[src/rtl/transfer_sequencer.sv]
// Transfer instruction issue stage: fetches 26-bit transfer instructions and holds each on
// the instruction bus for its step count, generating per-step source/destination addresses.
module transfer_sequencer #(
  parameter int IMEM_DEPTH = 8192,
  parameter int PC_W       = 13,
  parameter int COUNT_W    = 6
) (
  input  logic            clock,
  input  logic            reset,
  input  logic            start,
  input  logic            hold,
  output logic [PC_W-1:0] imem_addr,
  input  logic [25:0]     imem_data,
  output logic [25:0]     instruction,
  output logic            instr_valid,
  output logic [7:0]      next_source,
  output logic [7:0]      next_destination,
  output logic            done
);

  typedef enum logic [1:0] {
    IDLE,
    FETCH,
    ISSUE,
    DONE
  } state_t;

  localparam logic [PC_W-1:0] LAST_PC = PC_W'(IMEM_DEPTH - 1);

  state_t              state, state_nxt;
  logic [PC_W-1:0]     pc, pc_nxt;
  logic [COUNT_W-1:0]  step, step_nxt;
  logic [25:0]         instr_q, instr_nxt;
  logic [COUNT_W-1:0]  count_field;
  logic [COUNT_W-1:0]  last_step_idx;
  logic                last_step;

  // Block transfers (type 0x) run count steps with count 0 treated as 1; single transfers run 1.
  assign count_field = instr_q[COUNT_W-1:0];
  always_comb begin
    last_step_idx = '0;
    if (!instr_q[25] && count_field != '0) last_step_idx = count_field - COUNT_W'(1);
  end
  assign last_step = (step == last_step_idx);

  // NOTE: every variable gets a default first so no path through the case infers a latch.
  always_comb begin
    state_nxt = state;
    pc_nxt    = pc;
    step_nxt  = step;
    instr_nxt = instr_q;
    case (state)
      IDLE: begin
        if (start) state_nxt = FETCH;
      end
      FETCH: begin
        instr_nxt = imem_data;
        step_nxt  = '0;
        state_nxt = ISSUE;
      end
      ISSUE: begin
        if (!hold) begin
          if (!last_step) begin
            step_nxt = step + COUNT_W'(1);
          end else if (pc == LAST_PC) begin
            state_nxt = DONE;
          end else begin
            pc_nxt    = pc + PC_W'(1);
            state_nxt = start ? FETCH : IDLE;
          end
        end
      end
      DONE: begin
        state_nxt = DONE;
      end
      default: state_nxt = IDLE;
    endcase
  end

  // NOTE: sequential state uses non-blocking assignments so all registers update together.
  always_ff @(posedge clock) begin
    if (reset) begin
      state   <= IDLE;
      pc      <= '0;
      step    <= '0;
      instr_q <= '0;
    end else begin
      state   <= state_nxt;
      pc      <= pc_nxt;
      step    <= step_nxt;
      instr_q <= instr_nxt;
    end
  end

  assign imem_addr   = pc;
  assign instruction = instr_q;
  assign instr_valid = (state == ISSUE);
  assign done        = (state == DONE);

  // Addresses are only meaningful while issuing; they read zero in every other state.
  assign next_source      = instr_valid ? instr_q[21:14] + 8'(step) : 8'd0;
  assign next_destination = instr_valid ? instr_q[13:6]  + 8'(step) : 8'd0;

endmodule

[config.mk]
export PLATFORM = sky130hd
export DESIGN_NAME = transfer_sequencer
export DESIGN_NICKNAME = d
export VERILOG_FILES = /design/src/rtl/transfer_sequencer.sv
export SDC_FILE = /design/constraint.sdc
export NUM_CORES = 1
export LEC_CHECK = 0
export ABC_CLOCK_PERIOD_IN_PS = 3500
export CORE_ASPECT_RATIO = 2
export CORE_MARGIN = 3
export CORE_UTILIZATION = 47
export CTS_CLUSTER_DIAMETER = 40
export DETAILED_ROUTE_END_ITERATION = 10
export GPL_ROUTABILITY_DRIVEN = 0
export PLACE_DENSITY = 0.81
export SETUP_SLACK_MARGIN = 0.02
export SYNTH_ARGS = -nofsm -noshare
export SYNTH_HDL_FRONTEND = slang
export SYNTH_SLANG_ARGS = --single-unit
[constraint.sdc]
create_clock -name clock -period 3.5 [get_ports clock]
set_clock_uncertainty 0.1 [all_clocks]
set_input_delay 0.525 -clock clock [delete_from_list [all_inputs] [get_ports clock]]
set_output_delay 0.525 -clock clock [all_outputs]
set_load 0.1 [all_outputs]
==> results.md, run 1 <==
* Slew Viols, Final at 0
* Net Sw Power at 564.1 uW
* Starting DRT DRC Count at 96
* Asr flop ratio synth at 0%
* Clk Latency, worst-skew pair at 0.29 ns
* PwrDens at 414.9 mW/mm2
* Top-area cell type share of the netlist area at 32.58%
* Clock power frac at 37.0%
* Die Y at 116.9 um
* Cell depth of the worst setup path at 9
* Root Buffer: clkbuf_16
* Leading area contributor after synthesis: dfxtp_1
* Cell repeated most along the worst path: a21oi_1
* Port bufs at 86
* Worst Hold Class: reg -> reg
* Logic pwr share at 28.0%
* Pin count of the biggest net entering global routing at 35
* Register bit total from synthesis at 47
* Status: finished clean
* Reg clk slew, reported paths at 0.07 ns
* Fraction of layout cells with a size suffix above 1 at 15.97%
* GR Util met2 at 45.05%
* Setup TNS Final at 0 ns
* Primary FF master, synth: dfxtp_1
* Final hold viol count at 0
* Pint at 1114 uW
* Period utilisation layout at 93.70%
* Cell Area, Synth at 0.002888 mm2
* CP peak stage delay at 0.50 ns
* DRC Markers at 0
* Worst IR drop on VDD at 0.3374 mV
* Placed inst area at 0.003851 mm2
* Fmax at 304.9 MHz
* CP Data Required Time at 2.87 ns
* Post-CTS setup buffer count at 0
* WL per Instance at 16.08 um
* Startpoint types: flop
* Setup violators final at 0
* Area grow syn2layout at 40.03%
* Avg Inst Size Synth at 8.204 um2
* Seq pwr share at 35.0%
* WHS at 0.3556 ns
* Most Crowded Layer GR: met2
* Core area at 0.005856 mm2
* Routed vias at 2,756
* CP Launch Point: step[1]
* Die area at 0.007178 mm2
* Clock buffer depth at 2
* Tmin final at 3.279 ns
* Synth top area cells: dfxtp_1 (33%), nand2_1 (8.6%), a21oi_1 (7.1%)
* Worst r2r dst: imem_addr[6]
* Vias/cell at 5.590
* Worst-margin pin slew at 1.097 ns
* Static Leakage at 0.001551 uW
* CP max stage cell: dfxtp_1
* Synth Warn # at 0
* Die outline width at 61.43 um
* RSZ-0062 raised after global routing: false
* Largest fanout on the critical path at 7
* Crit path buffers/inverters at 1
* Grt met3 use at 4.171%
* GRT Residual Overflow at 0
* Antenna Nets Post-Route at 0
* Delay-heaviest family, CP: compound AO/OA/AOI/OAI gates
* Htree depth at 2
* TritonCTS clock tree: done
* Sequential area share after synthesis at 32.58%
* Inserted Diodes at 0
* RR Startpoint: instruction[0]
* CTS Sinks at 47
* Commonest non-fill, non-tap cell in the layout: nand2_1
* Crit path DAT at 2.65 ns
* Routed wire length at 7927 um
* Commonest non-fill, non-tap cells in the layout: nand2_1 (66), clkdlybuf4s50_1 (63), dfxtp_1 (43), a21oi_1 (41), nor2_1 (24)
* Max-cap viol count at 0
* Ports at 87
* Vias in the first global route at 2,728
* Layout Nets at 479
* Met1 Usage GRT at 22.95%
* Fin area at 0.004044 mm2
* TritonCTS Buffers at 5
* First-pass GRT wire length at 12,670 um
* Initial antenna violation count at 0
* CP endpoint kind: output port
* Gr usage total at 23.44%
* Reg2Reg Depth at 9
* Std-Cell Rows at 39
* Synthesized instance count at 352
* DR pass1 iterations at 4
* Hpwl dp at 5974 um
* Switching fraction of total power at 33.62%
* CP endpoint: next_destination[7]
* Slew HR at 26.88%
* Register-to-register path setup slack at 0.57 ns
* Unique masters post-synth at 61
* EDFF count, synth at 0
* Worst path cell trace: ha_1, a21o_1, a21oi_1, o21bai_1, a21oi_1, nor2_1, o21ai_1, mux2i_4, buf_12
* Starting Density at 49.32%
* Crit Path Category: reg -> out
* Syn Nets at 400
## routing by layer
layer,routed length (um),up-vias,part of all wire [%]
li1,-,1380,-
met1,2799,1285,35
met2,4639,74,59
met3,268,17,3.4
met4,219,0,2.8
met5,0,-,0
## layout make-up
| type | instances | area [um2] |
|---|---|---|
| Multi-Input combinational cell | 274 | 1874 |
| Tap cell | 61 | 76.32 |
| Timing Repair Buffer | 90 | 905.9 |
| Fill cell | 491 | 1812 |
| Inverter | 13 | 48.80 |
| Clock buffer | 5 | 125.1 |
| Clock inverter | 3 | 67.56 |
| Sequential cell | 47 | 945.9 |
## metrics by stage
step | instances | power [uW] | setup slack [ns] | util [%]
5_1_grt | 493 | 1741 | 0.09162 | 69.06
2_1_floorplan | 352 | 945.9 | 0.03883 | -
3_3_place_gp | 485 | 1060 | 0.5167 | 65.77
4_1_cts | 493 | 1692 | 0.09225 | 69.06
3_5_place_dp | 485 | 1068 | 0.4130 | 65.77
6_report | 493 | 1678 | 0.2206 | 69.06
## timing repair
item | CTS | global route
hold buffers | 0 | 0
gates resized for setup | 0 | 2
setup endpoints to repair | 0 | 2
## kinds of logic after synthesis
family / share of synthesized area (%)
AOI/OAI and AO/OA: 20.28
xor gates and xnor gates: 5.979
adders and majority gates: 8.319
buffers and inverters: 4.939
DFF: 32.58
muxes: 1.820
and+or+nand+nor: 26.08
## state kept, by name, summed over array words and instances (netlist names)
signal       flops
step             6
instruction     26
state            2
imem_addr       13
## worst min path at each step
stage / from / endpoint / slack (ns) / cells after the start
2_1_floorplan: state[1] / state[0] / 0.42 / 2
3_3_place_gp: instruction[22] / instruction[22] / 0.34 / 2
3_5_place_dp: instruction[23] / instruction[23] / 0.35 / 2
4_1_cts: instruction[23] / instruction[23] / 0.36 / 2
5_1_grt: instruction[23] / instruction[23] / 0.38 / 2
6_report: instruction[23] / instruction[23] / 0.36 / 2
## Yosys cell counts (3+ instances only)
library cell,n
a211oi_1,3
a21o_1,4
a21oi_1,41
a31o_2,3
and2_1,7
and3_1,5
buf_6,3
clkbuf_1,13
dfxtp_1,47
ha_1,16
inv_1,13
mux2i_1,3
nand2_1,66
nand2b_1,8
nand3_1,4
nand3b_1,3
nand4_1,4
nor2_1,28
nor2b_1,3
nor4_1,4
o21ai_0,3
o21bai_1,4
o22a_1,4
xnor2_1,13
xor2_1,4
## worst reg2reg max path, cell delays in order, from the launching register on
cell and delay [ns]:
dfxtp_1 0.39, inv_1 0.10, ha_1 0.20, and2b_4 0.17, a21o_2 0.23, o32ai_1 0.41, nand4b_2 0.23, a21oi_4 0.42
and4bb_1 0.26, mux2_1 0.31
## power by group through the flow
| stage | clock, uW | sequential [uW] | combinational, uW |
|---|---|---|---|
| 3_3_place_gp | 0 | 598 | 462 |
| 6_report | 621 | 587 | 470 |
| 4_1_cts | 634 | 587 | 471 |
| 2_1_floorplan | 0 | 727 | 219 |
| 5_1_grt | 654 | 591 | 496 |
| 3_5_place_dp | 0 | 599 | 468 |
(Power assumes the default switching activity.)
==> run 2: changes to the inputs <==
Settings changed: CTS_CLUSTER_DIAMETER 40 to 50.
==> results of run 2 <==
Same layout as run 1: the final DEF is identical, and so are final timing and power.
